[src/rtl/serial_subtractor.sv]
// serial_subtractor: bit-serial two's-complement subtractor, diff = a - b.
// One bit per clock, LSB first, with a borrow flop and start/busy/done control.
//   clk        rising-edge clock
//   rst_n      asynchronous active-low reset
//   start      request, accepted when busy=0 (IDLE or DONE cycle)
//   a, b       minuend / subtrahend, captured on the accepting edge
//   busy       high while an operation is in progress
//   done       single-cycle pulse, results valid from this cycle
//   diff       a - b modulo 2^WIDTH
//   borrow_out unsigned borrow (a < b)
//   overflow   signed overflow of a - b
module serial_subtractor #(
    parameter int WIDTH = 8
) (
    input  logic             clk,
    input  logic             rst_n,
    input  logic             start,
    input  logic [WIDTH-1:0] a,
    input  logic [WIDTH-1:0] b,
    output logic             busy,
    output logic             done,
    output logic [WIDTH-1:0] diff,
    output logic             borrow_out,
    output logic             overflow
);

    localparam int CW = (WIDTH > 1) ? $clog2(WIDTH) : 1;
    localparam logic [CW-1:0] LAST = CW'(WIDTH - 1);

    typedef enum logic [1:0] {
        IDLE,
        RUN,
        DONE
    } state_t;

    state_t           state;
    logic [WIDTH-1:0] a_sh;
    logic [WIDTH-1:0] b_sh;
    logic [WIDTH-1:0] r_sh;
    logic [CW-1:0]    cnt;
    logic             borrow;
    logic             a_msb;
    logic             b_msb;

    logic             x;
    logic             y;
    logic             d;
    logic             borrow_nx;
    logic [WIDTH-1:0] r_nx;

    assign x         = a_sh[0];
    assign y         = b_sh[0];
    assign d         = x ^ y ^ borrow;
    assign borrow_nx = (~x & y) | (~(x ^ y) & borrow);
    // New bit enters at the MSB; after WIDTH shifts r_nx holds the full word.
    assign r_nx      = WIDTH'({d, r_sh} >> 1);

    always_ff @(posedge clk or negedge rst_n) begin
        if (!rst_n) begin
            state      <= IDLE;
            a_sh       <= '0;
            b_sh       <= '0;
            r_sh       <= '0;
            cnt        <= '0;
            borrow     <= 1'b0;
            a_msb      <= 1'b0;
            b_msb      <= 1'b0;
            busy       <= 1'b0;
            done       <= 1'b0;
            diff       <= '0;
            borrow_out <= 1'b0;
            overflow   <= 1'b0;
        end else begin
            unique case (state)
                IDLE: begin
                    if (start) begin
                        a_sh   <= a;
                        b_sh   <= b;
                        r_sh   <= '0;
                        borrow <= 1'b0;
                        cnt    <= '0;
                        a_msb  <= a[WIDTH-1];
                        b_msb  <= b[WIDTH-1];
                        busy   <= 1'b1;
                        state  <= RUN;
                    end
                end
                RUN: begin
                    a_sh   <= a_sh >> 1;
                    b_sh   <= b_sh >> 1;
                    r_sh   <= r_nx;
                    borrow <= borrow_nx;
                    cnt    <= cnt + CW'(1);
                    if (cnt == LAST) begin
                        diff       <= r_nx;
                        borrow_out <= borrow_nx;
                        // Signs differ and the result sign left the minuend's.
                        overflow   <= (a_msb ^ b_msb) & (d ^ a_msb);
                        busy       <= 1'b0;
                        done       <= 1'b1;
                        state      <= DONE;
                    end
                end
                DONE: begin
                    done <= 1'b0;
                    if (start) begin
                        a_sh   <= a;
                        b_sh   <= b;
                        r_sh   <= '0;
                        borrow <= 1'b0;
                        cnt    <= '0;
                        a_msb  <= a[WIDTH-1];
                        b_msb  <= b[WIDTH-1];
                        busy   <= 1'b1;
                        state  <= RUN;
                    end else begin
                        state <= IDLE;
                    end
                end
                default: state <= IDLE;
            endcase
        end
    end

endmodule

[config.mk]
export PLATFORM = sky130hd
export DESIGN_NAME = serial_subtractor
export DESIGN_NICKNAME = d
export VERILOG_FILES = /design/src/rtl/serial_subtractor.sv
export SDC_FILE = /design/constraint.sdc
export NUM_CORES = 1
export LEC_CHECK = 0
export CAP_MARGIN = 0
export CORE_UTILIZATION = 45
export DETAILED_ROUTE_END_ITERATION = 8
export PLACE_DENSITY_LB_ADDON = 0.08
export SLEW_MARGIN = 15
export SYNTH_ARGS = -nofsm -noshare
export SYNTH_HDL_FRONTEND = slang
export SYNTH_SLANG_ARGS = --single-unit
export TNS_END_PERCENT = 5
[constraint.sdc]
create_clock -name clk -period 2 [get_ports clk]
set_input_delay 0.4 -clock clk [delete_from_list [all_inputs] [get_ports clk]]
set_output_delay 0.4 -clock clk [all_outputs]
set_load 0.02 [all_outputs]
==> results.ini, run 1 <==
[routing]
wl_um = 3340
drt_pass1_iterations = 4
viasPerCell = 5.44
ant_nets = 0
wire_per_inst_um = 14.5
drc = 0
first_iter_violations = 80
vias = 1252

[sta]
tightest_slew_ps = 655
clock.fmax_mhz = 592
finClkSkew_ps = 6.31
slew_violations = 0
period_share_pct = 84.5
min_period_ps = 1690
slew_headroom_pct = 56.3
setup_viol = 0
finalWorstSetupSlack_ps = 309
fin_tns_setup_ps = 0
finalHoldViolations = 0
rsz0062_at_grt = false

[setup_path]
critPathRequiredTime_ps = 2180
crit_chain = ha_1, ha_1, nand3b_1, mux2_2
slowest_delay_ps = 400
cp_max_fo = 10
arrival_ps = 1870
crit_buf_inv = 0
crit_path_start_kind = flip-flop
r2r_cells = 4
crit_top_cell = ha_1
crit_path_top_delay_cell = dfrtp_1
end_kind = flip-flop
criticalPathCategory = reg -> reg
critPathTopFamily = flip-flops
critical_path_depth = 4

[placement]
place_area_um2 = 2170
gp_congestion = 0.740
place_ws_ps = 293
hpwlAfterDp_um = 2320
numPortBuffers = 30

[finish]
utilization_pct = 60.0
antennaDiodeCount = 0
regArea_um2 = 1080
fillers = 310
fin_area_um2 = 2280
multi_input_comb_area_um2 = 676
layout_commonest_cell = dfrtp_1
final_cell_mix = dfrtp_1, clkdlybuf4s50_1, nand3_1, mux2i_1, o21ai_1
area_growth_pct = 23.4
final_nets = 203
drive_gt1_share_pct = 14.3

[floorplanning]
initial_utilization_pct = 48.6
ios = 31
dieWidth_um = 66.1
dieArea_um2 = 4370
die_y_um = 66.1
num_rows = 22
coreArea_um2 = 3800

[clock_network]
htree_levels = 2
cts_buffer_depth = 2
insertion_delay_ps = 290
clkSinkCount = 43
cts_buffers = 5
clock-root-buffer = clkbuf_8
clk_pin_slew_ps = 80
cts-resized-gates = 0
postCtsSetupRepairBufs = 0
cts_hold_buf = 0
tritoncts = done

[synth]
synth_nets = 171
yosysUniqueCellTypes = 22
synthCells = 149
ys_ff_latch = 43
avgSynthCellArea_um2 = 12.4
synth_warnings = 0
yosysSeqAreaShare_pct = 58.2
syn_area_um2 = 1850

[power]
power_mw = 3.68
power_density_nw_per_um2 = 1610
leakage_nw = 1.06
ir_drop_uv = 815

[grt]
grt_max_degree = 27
grt_usage_pct = 18.1
antenna_found_initial = 0
grt_pass1_wl_um = 5890
grt-ovfl-total = 0
grt_pass1_vias = 1239

[outcome]
status = finished, final reports clean

[hold_path]
hold_class = in -> async

[flow_run]
maxCapViolations = 0

stage by stage:
step	hold slack, ps	instances
after floorplan	104	149
after global placement	426	222
after detailed placement	430	222
after CTS	106	230
after global routing	130	230
final	88.5	230
cell type report:
| class | count | area share [%] |
|---|---|---|
| flip-flops and latches | 43 | 47.2 |
| multi-input cells | 91 | 29.6 |
| repair buffers | 36 | 14.9 |
| clock buffers | 5 | 3.02 |
| well taps | 48 | 2.63 |
| clock inverters | 3 | 1.92 |
| inverters | 4 | 0.659 |
final timing paths:
kind	startpoint	end	slack [ps]
worst max-delay path	cnt[0]	diff[3]	310
worst min-delay path	rst_n	b_sh[3]	90
worst max register to register	cnt[0]	diff[3]	310
worst min register to register	overflow	overflow	480
max in group asynchronous	rst_n	diff[5]	1260
min in group clk	overflow	overflow	480
sequential cells by signal (all words and copies together) (netlist names):
| name | cells |
|---|---|
| cnt | 3 |
| r_sh | 7 |
| diff | 8 |
| b_sh | 8 |
| busy | 1 |
| overflow | 1 |
| a_msb | 1 |
| borrow_out | 1 |
| done | 1 |
| state | 2 |
| borrow | 1 |
| b_msb | 1 |
| a_sh | 8 |
worst reg2reg max path: stages, from the launching register on:
cell and delay, ps:
dfrtp_1 400, ha_1 200, ha_1 200, nand3b_1 390, mux2_2 390
cell families (layout without fill, tap and decap cells):
kind of cell             Yosys count  count (layout)  synth area share, %
AO/OA/AOI/OAI                     33              33                 11.0
buffers and inverters             15              48                 5.21
adder cells (fa/ha/maj)            3               3                 2.44
flip-flops                        43              43                 58.2
AND/OR/NAND/NOR                   29              29                 8.40
multiplexers                      26              26                 14.8
where the power goes:
part / switching [mW] / internal (mW)
registers: 0.234 / 1.26
logic: 0.769 / 0.750
clock network: 0.294 / 0.372
metal layers:
metal  vias to the layer above  share of wire, %  track usage [%]
met1                       631                46             23.9
met4                         0              0.93             3.99
met5                         -                 0                0
met3                         4               4.6             5.86
li1                        590                 -                -
met2                        27                49             29.2
synthesized netlist by cell type:
| library cell | count | share of area [%] |
|---|---|---|
| o21ai_1 | 14 | 3.8 |
| nor2b_1 | 3 | 1.0 |
| nand3_1 | 17 | 4.6 |
| nand2_1 | 4 | 0.81 |
| buf_4 | 1 | 0.41 |
| o21ai_0 | 8 | 2.2 |
| ha_1 | 2 | 1.4 |
| buf_1 | 1 | 0.20 |
| buf_2 | 5 | 1.4 |
| o2bb2ai_1 | 1 | 0.47 |
| inv_1 | 4 | 0.81 |
| mux2_2 | 10 | 6.1 |
| fa_1 | 1 | 1.1 |
| a22o_1 | 9 | 4.3 |
| buf_6 | 4 | 2.4 |
| nand3b_1 | 1 | 0.41 |
| dfrtp_1 | 43 | 58 |
| mux2i_1 | 16 | 8.7 |
| and2_4 | 1 | 0.47 |
| a21oi_1 | 1 | 0.27 |
| nand2b_1 | 2 | 0.68 |
| nor3b_1 | 1 | 0.41 |
(Power assumes the default switching activity.)
==> run 2, diff against run 1 <==
Clock period 2 ns to 1.75 ns, I/O delays scaled along.
==> run 2 against run 1 <==
Sequential power grew 15%; combinational power grew 12%; hold slack gained 370 ps; sequential share of layout area shrank 0.91 points; critical path depth shrank 3; clock power grew 36%; clock skew shrank 1.6 ps; die area is the same; first-iteration DRC count shrank 11%; highest routed layer unchanged.
==> results.ini, run 2 (synthesized netlist as in run 1, its figures left out) <==
[outcome]
status = finished, final reports clean

[clock_network]
clock-root-buffer = clkbuf_8
cts_buffers = 5
tritoncts = done
postCtsSetupRepairBufs = 0
clk_pin_slew_ps = 80
htree_levels = 2
insertion_delay_ps = 290
cts-resized-gates = 0
clkSinkCount = 43
cts_buffer_depth = 2

[placement]
dp.cells = 224
hpwlAfterDp_um = 2340
gp_congestion = 0.694
numPortBuffers = 30

[setup_path]
endpoint = done
regToRegSetupSlack_ps = 200
end_kind = output pin
r2r_cells = 5
worstSetupStartpoint = done
critPathTopFamily = buffers and inverters
criticalPathCategory = reg -> out
reg2reg_from = cnt[0]
critPathRequiredTime_ps = 1400
critical_path_depth = 1
crit_path_start_kind = flip-flop
crit_chain = clkdlybuf4s50_1
crit_buf_inv = 1
arrival_ps = 1280
cp_max_fo = 3
crit_path_top_delay_cell = clkdlybuf4s50_1
r2r-end = diff[7]
slowest_delay_ps = 610

[floorplanning]
initial_utilization_pct = 48.6
dieWidth_um = 66.1
dieArea_um2 = 4370
die_y_um = 66.1
num_rows = 22
coreArea_um2 = 3800
ios = 31

[routing]
first_iter_violations = 71
drt_pass1_iterations = 4
wl_um = 3420
ant_nets = 0
vias = 1264
drc = 0
viasPerCell = 5.42
wire_per_inst_um = 14.7

[sta]
rsz0062_at_grt = false
finalHoldViolations = 0
period_share_pct = 93.0
min_period_ps = 1630
fin_tns_setup_ps = 0
setup_viol = 0
clock.fmax_mhz = 614
tightest_slew_ps = 721
slew_headroom_pct = 51.8
slew_violations = 0
finClkSkew_ps = 4.71

[finish]
final_cell_mix = dfrtp_1, clkdlybuf4s50_1, nand3_1, mux2i_1, o21ai_1
drive_gt1_share_pct = 14.6
fillers = 320
final_cells = 233
layout_commonest_cell = dfrtp_1
final_nets = 206
area_growth_pct = 25.8
reg_top3 = a_sh: 8 flops, b_sh: 8 flops, diff: 8 flops
utilization_pct = 61.2
antennaDiodeCount = 0

[grt]
grt_max_degree = 25
grt_usage_pct = 18.8
grt_pass1_vias = 1296
antenna_found_initial = 0
grt_pass1_wl_um = 6020
grt-ovfl-total = 0

[power]
leakage_nw = 1.08
power_density_nw_per_um2 = 1860
ir_drop_uv = 958

[hold_path]
hold_class = in -> async

[flow_run]
maxCapViolations = 0

==> run 2: how the worst min path moves through the flow <==
stage,end,start
2_1_floorplan,a_msb,rst_n
3_3_place_gp,b_sh[4],rst_n
5_1_grt,state[0],rst_n
6_report,state[0],rst_n
4_1_cts,state[0],rst_n
3_5_place_dp,b_sh[4],rst_n
==> run 2: metal layers <==
| layer | part of all wire [%] | track usage, % |
|---|---|---|
| met1 | 49 | 24.9 |
| met2 | 45 | 29.8 |
| met3 | 4.6 | 5.52 |
| met4 | 1.4 | 5.59 |
| met5 | 0 | 0 |
==> run 2: per-stage QoR <==
stage | power [mW] | hold slack [ps] | setup slack, ps | instance area [µm²]
after floorplan | 2.98 | 54.4 | 158 | 1850
after global placement | 3.40 | 229 | 227 | 2180
after detailed placement | 3.46 | 238 | 207 | 2180
after CTS | 4.38 | 457 | 108 | 2320
after global routing | 4.65 | 478 | 65.2 | 2320
final | 4.33 | 453 | 123 | 2320
==> run 2: what timing repair did <==
action                                 in CTS  in global routing
hold buffers                                1                  0
endpoints found under the hold margin      10                  0
setup endpoints to repair                   0                  0
==> run 2: cell type report <==
cell class	count	area, µm²	share of cell area [%]
inverter	4	15.0	0.646
sequential	43	1080	46.3
tap	48	60.1	2.58
multi-input combinational	91	676	29.1
clock inverter	2	60.1	2.58
timing repair buffer	39	365	15.7
clock buffer	6	72.6	3.12
==> run 2: power by group <==
group	leakage, nW	internal, mW	switching, mW	total (mW)
Sequential	0.533	1.44	0.281	1.72
Clock	0.0654	0.570	0.333	0.903
Combinational	0.486	0.861	0.854	1.71
Total	1.08	2.87	1.47	4.33
